**config.mk**
```make
export PLATFORM = sky130hd
export DESIGN_NAME = eab_pipe
export DESIGN_NICKNAME = d
export VERILOG_FILES = /design/src/rtl/eab_pipe.sv
export SDC_FILE = /design/constraint.sdc
export NUM_CORES = 1
export LEC_CHECK = 0
export CAP_MARGIN = 5
export CORE_UTILIZATION = 58
export CTS_CLUSTER_DIAMETER = 120
export DETAILED_ROUTE_END_ITERATION = 10
export DONT_BUFFER_PORTS = 1
export PLACE_DENSITY = 0.76
export SETUP_SLACK_MARGIN = 0.4
export SYNTH_ARGS = -nofsm -noshare
export SYNTH_HDL_FRONTEND = slang
export SYNTH_SLANG_ARGS = --single-unit
```
**constraint.sdc**
```tcl
create_clock -name clk -period 1.8 [get_ports clk]
set_clock_uncertainty 0.2 [all_clocks]
set_input_delay 0.36 -clock clk [delete_from_list [all_inputs] [get_ports clk]]
set_output_delay 0.36 -clock clk [all_outputs]
set_load 0.02 [all_outputs]
```
**src/rtl/eab_pipe.sv**
```systemverilog
// Registered LC-3 effective-address generator: base + sign-extended IR offset,
// with an optional indirect pointer fetch over a req/ack memory port.
module eab_pipe #(
    parameter int unsigned DATA_W = 16,
    parameter int unsigned IR_W   = 11
) (
    input  logic              clk,
    input  logic              rst,
    input  logic              in_valid_i,
    output logic              in_ready_o,
    input  logic [IR_W-1:0]   ir_i,
    input  logic [DATA_W-1:0] ra_i,
    input  logic [DATA_W-1:0] pc_i,
    input  logic              sel_eab1_i,
    input  logic [1:0]        sel_eab2_i,
    input  logic              indirect_i,
    output logic              mem_req_o,
    output logic [DATA_W-1:0] mem_addr_o,
    input  logic              mem_ack_i,
    input  logic [DATA_W-1:0] mem_data_i,
    output logic              out_valid_o,
    input  logic              out_ready_i,
    output logic [DATA_W-1:0] eab_out_o,
    output logic              busy_o
);

    typedef enum logic [1:0] {StIdle, StMem, StOut} state_e;

    state_e            state_q, state_d;
    logic [DATA_W-1:0] addr_q, addr_d;
    logic [DATA_W-1:0] base, offset, sum;
    logic              accept;

    assign base = sel_eab1_i ? ra_i : pc_i;

    always_comb begin
        offset = '0;
        unique case (sel_eab2_i)
            2'b11:   offset = {{(DATA_W-11){ir_i[10]}}, ir_i[10:0]};
            2'b10:   offset = {{(DATA_W-9){ir_i[8]}}, ir_i[8:0]};
            2'b01:   offset = {{(DATA_W-6){ir_i[5]}}, ir_i[5:0]};
            default: offset = '0;
        endcase
    end

    // Carry out of the top bit is intentionally dropped.
    assign sum    = base + offset;
    assign accept = in_valid_i & in_ready_o;

    always_ff @(posedge clk or posedge rst) begin
        if (rst) begin
            state_q <= StIdle;
            addr_q  <= '0;
        end else begin
            state_q <= state_d;
            addr_q  <= addr_d;
        end
    end

    always_comb begin
        state_d = state_q;
        addr_d  = addr_q;
        unique case (state_q)
            StIdle: begin
                if (accept) begin
                    addr_d  = sum;
                    state_d = indirect_i ? StMem : StOut;
                end
            end
            StMem: begin
                if (mem_ack_i) begin
                    addr_d  = mem_data_i;
                    state_d = StOut;
                end
            end
            StOut: begin
                if (accept) begin
                    addr_d  = sum;
                    state_d = indirect_i ? StMem : StOut;
                end else if (out_ready_i) begin
                    state_d = StIdle;
                end
            end
            default: state_d = StIdle;
        endcase
    end

    always_comb begin
        in_ready_o  = 1'b0;
        mem_req_o   = 1'b0;
        out_valid_o = 1'b0;
        unique case (state_q)
            StIdle:  in_ready_o = 1'b1;
            StMem:   mem_req_o = 1'b1;
            StOut: begin
                out_valid_o = 1'b1;
                in_ready_o  = out_ready_i;
            end
            default: in_ready_o = 1'b0;
        endcase
    end

    assign busy_o     = (state_q != StIdle);
    assign mem_addr_o = addr_q;
    assign eab_out_o  = addr_q;

endmodule

```
# Word level (Yosys, flattened, before mapping)
# Cells that the tools add are included.
# classes
n_eq_ne	9
n_reduce_logical	6
n_bitwise	1
add_sub_neg	1
mux	14
# op_table
op	n
2-to-1 mux 16 bit	3
case mux 16 bit (3 select lines)	1
case mux 16 bit (2 select lines)	1
adder 16 bit	1
2-to-1 mux 2 bit	5
== test 2 bit (second input constant)	3
case mux 2 bit (3 select lines)	1
AND reduction 3 bit	2
== test 2 x 1 -> 1 bit (second input constant)	2
inequality test 2 bit (second input constant)	2
nonzero test 2 bit	2
inequality test 3 bit (second input constant)	1
logical NOT 2 bit	1
2-to-1 mux 1 bit	2
inequality test 2 x 1 -> 1 bit (second input constant)	1
case mux 1 bit (2 select lines)	1
OR reduction 2 bit	1
bitwise AND 1 bit	1
# word_totals
elab_cells	33
inputBits	68
out_inout_bits	36
register_bits	18

# Longest topological paths before layout
# Gate-level depths: netlist of the first run.
# logic_depth
word_depth	5
depth_mapped	11
ltp_nobuf	10

# Worst setup path after synthesis of the first run
# Ideal clock, no wire load.
# synth_path
kind	input -> register
startpoint	input sel_eab1_i
endpoint	register addr_q[14] (netlist: eab_out_o[14])
arrival_ps	2890
t_required_ps	1480
path_slack_ps	-1410
n_path_buf	2
cell_stages	9
setup_ps	120
path_cell_list	clkbuf_1 -> clkbuf_1 -> mux2_2 -> ha_1 -> a21o_1 -> a21o_1 -> a32o_1 -> or4_1 -> and3_1
# synth_via
elab_chain_len	4
# synth_lines
element	line	rtl
from (decl)	14	input logic sel_eab1_i,
2-to-1 mux 16 bit	34	assign base = sel_eab1_i ? ra_i : pc_i;
adder 16 bit	47	assign sum = base + offset;
2-to-1 mux 16 bit	65, 77	
case mux 16 bit (2 select lines)	63	unique case (state_q)
to (signal assigned)	56	addr_q <= addr_d;
to (decl)	30	logic [DATA_W-1:0] addr_q, addr_d;
# No other way between the ends. The select of a mux whose other input is x is not followed.
# A chain may end at the register's enable or synchronous reset.

# Final worst setup path of the first run
# layout_path
startpoint	input sel_eab1_i
endpoint	register addr_q[9] (netlist: eab_out_o[9])
# Same word-level chain as after synthesis.

==> results of run 1 <==
-- worst max-delay path by stage --
stage	slack, ps	endpoint	depth (start not counted)	start
floorplan	-850	eab_out_o[14]	11	sel_eab1_i
global placement	-740	eab_out_o[14]	9	sel_eab2_i[1]
detailed placement	-800	eab_out_o[12]	10	sel_eab2_i[1]
CTS	-320	eab_out_o[14]	9	sel_eab2_i[0]
global route	-410	eab_out_o[14]	9	sel_eab1_i
finish	-350	eab_out_o[9]	7	sel_eab1_i
-- repair_timing --
| action | in CTS | in global routing |
|---|---|---|
| hold buffers | 2 | 0 |
| setup buffers | 4 | 5 |
| setup endpoints to repair | 54 | 34 |
| pin swaps | 34 | 22 |
| gates resized for setup | 53 | 23 |
| hold endpoints to repair | 19 | 0 |
-- cell type report --
cell class	instances	share of cell area, %
well taps	46	1.908
repair buffers	64	17.50
inverters	12	1.576
flip-flops and latches	18	15.35
multi-input cells	206	62.46
clock buffers	4	1.203
-- through the flow --
step                power, mW  hold WS [ps]  std cells
floorplan               2.315         98.57        264
global placement        2.476         80.49        335
detailed placement      2.517         77.18        335
CTS                     2.936         6.066        345
global route            3.309        -6.085        350
finish                  3.147         2.557        350
-- cells in the mapped netlist (4+ instances only) --
cell type,n,area share [%]
nand2_1,22,3.9
a21oi_1,19,4.5
dfrtp_1,18,21
nor2_1,18,3.2
buf_4,17,6.1
ha_1,15,8.9
mux2_2,15,8.0
o21ai_0,12,2.8
inv_1,10,1.8
a31oi_1,9,2.7
a21o_1,8,2.8
nor2b_1,8,2.4
o21ai_1,8,1.9
clkbuf_1,7,1.2
mux2i_1,5,2.4
nand3_1,5,1.2
o21a_1,5,1.8
or4_1,5,1.8
buf_2,4,0.95
-- cell families (layout without fill, tap and decap cells) --
| family | after synthesis | after routing | share of synthesized area, % |
|---|---|---|---|
| XOR/XNOR | 5 | 5 | 2.078 |
| flip-flops | 18 | 18 | 21.36 |
| buffers and inverters | 40 | 80 | 10.39 |
| multiplexers | 20 | 20 | 10.39 |
| adder cells (fa/ha/maj) | 16 | 16 | 9.852 |
| AO/OA/AOI/OAI | 84 | 84 | 26.11 |
| AND/OR/NAND/NOR | 81 | 81 | 19.82 |
-- power by group through the flow --
stage | logic [mW] | registers, mW | clock network [mW]
2_1_floorplan | 1.37 | 0.942 | 0
5_1_grt | 1.83 | 1.21 | 0.275
3_3_place_gp | 1.33 | 1.15 | 0
3_5_place_dp | 1.36 | 1.16 | 0
6_report | 1.72 | 1.18 | 0.253
4_1_cts | 1.51 | 1.18 | 0.251
-- per-layer routing --
layer / share of wire, % / track usage (%) / wire length [um] / vias to the layer above
li1: - / - / - / 1040
met1: 37 / 40.09 / 2758 / 1099
met2: 49 / 58.38 / 3605 / 162
met3: 8.8 / 3.676 / 654 / 47
met4: 5.1 / 10.17 / 376 / 0
met5: 0 / 0 / 0 / -
-- flip-flops by register name (all words and copies together), names as in the netlist --
signal     cells
state_q        2
eab_out_o     16
==> out/results.ini, run 1 <==
[finish]
post-route-util_pct = 88.32
final_common_cell = buf_4
multiInputGateArea_sq_um = 1884
area_growth_pct = 43.09
nets = 389
regArea_sq_um = 462.9
finalInstanceArea_sq_um = 3017
drive_above_1_share_pct = 51.32
nFillCells = 163
layout_common_cells = 53 x buf_4, 19 x nand2_1, 13 x nor2_1, 13 x ha_4, 11 x o21ai_1
diodes = 0

[floorplanning]
core_area_sq_um = 3416
start_util_pct = 61.72
rows = 21
dieArea_sq_um = 3880
die_w_um = 62.29
die-height_um = 62.29
top_level_ports = 104

[clock_tree]
cts_tree = built
cts.sinks = 18
htree_levels = 1
cts_root_buffer = clkbuf_4
insertion_delay_ps = 300
cts_buffers = 3
cts_buffer_depth = 2
path_clk_slew_ps = 100

[yosys]
ys_types = 54
async_reset_ff_share_pct = 100.0
syn-num-nets = 348
ys_seq_area_share_pct = 21.36
synth-edff-count = 0
syn_avg_cell_area_sq_um = 7.986
synth-seq-cells = 18
synthFlopType = dfrtp_1
synth_warnings = 0
netlist_area_sq_um = 2108
syn_inst = 264

[worst_setup_path]
crit_type = in -> reg
critPathArrivalTime_ps = 2140
crit_path_top_delay_cell = a211o_4
r2r_end = eab_out_o[14]
critPathRequiredTime_ps = 1790
path_cells = mux2_4 -> ha_4 -> a211o_1 -> a211o_4 -> a41oi_2 -> xor2_1 -> a21oi_1
critical_path.top_delay_family = compound AO/OA/AOI/OAI gates
worst_setup_path_start_kind = primary input
r2r_slack_ps = -190
r2r_start = state_q[0]
critical_path_buf_inv_count = 0
slowest_delay_ps = 400
r2r_cells = 6
crit_fanout = 16
critPathCaptureType = register

[detailed_routing]
drtPass1Iterations = 6
vias = 2348
avgRoutedWirePerCell_um = 21.13
via_per_inst = 6.709
antenna_left = 0
drc = 0
wl_mm = 7.394
dr.first_iter.drc_count = 181

[timing]
rsz0062_at_grt = true
period_minus_slack_ps = 2155
relSlewSlack_pct = 70.99
fin_crit_sh_pct = 119.7
tns_ps = -3515
layout_setup_ws_ps = -354.9
timing.final.hold_violations = 0
clock.fmax_mhz = 464.1
drv_slew = 0
worst_pin_slew_ps = 435.1
setup_viol = 14

[outcome]
status = finished with violations
violations = negative setup slack

[global_route]
grt.overflow.total = 0
grt_usage_pct = 32.39
grt_pass1_wl_mm = 10.18
grt_pass1_vias = 2198
antenna_found_initial = 0
grt_max_degree = 19

[pwr]
power.switching_mw = 1.606
p_per_area_nw_per_um2 = 1043
clkPwrFrac_pct = 8.0
pwr-share-comb_pct = 54.5
seq_power_share_pct = 37.5
peakVddDrop_uv = 393.6
swShare_pct = 51.02
p_leak_nw = 1.289
intPower_mw = 1.541

[min_path]
hp-class = in -> reg
worstHoldPathCells = 2
hold_end = eab_out_o[3]
min-delay-start = mem_data_i[3]

[placed_design]
gp_congestion = 0.8707
dp_hpwl_mm = 4.559
dp_slack_ps = -798.5
dpl_cell_area_sq_um = 2587
io_buffers = 0

[flow_run]
max_cap_viol_count = 0

(Power assumes the default switching activity.)
==> inputs of run 2 (changes only) <==
--- a/config.mk
+++ b/config.mk
@@ -12,6 +12,7 @@
 export DONT_BUFFER_PORTS = 1
 export PLACE_DENSITY = 0.76
 export SETUP_SLACK_MARGIN = 0.4
+export SLEW_MARGIN = 20
 export SYNTH_ARGS = -nofsm -noshare
 export SYNTH_HDL_FRONTEND = slang
 export SYNTH_SLANG_ARGS = --single-unit
==> results of run 2 <==
Final layout, timing and power as in run 1 (identical DEF).
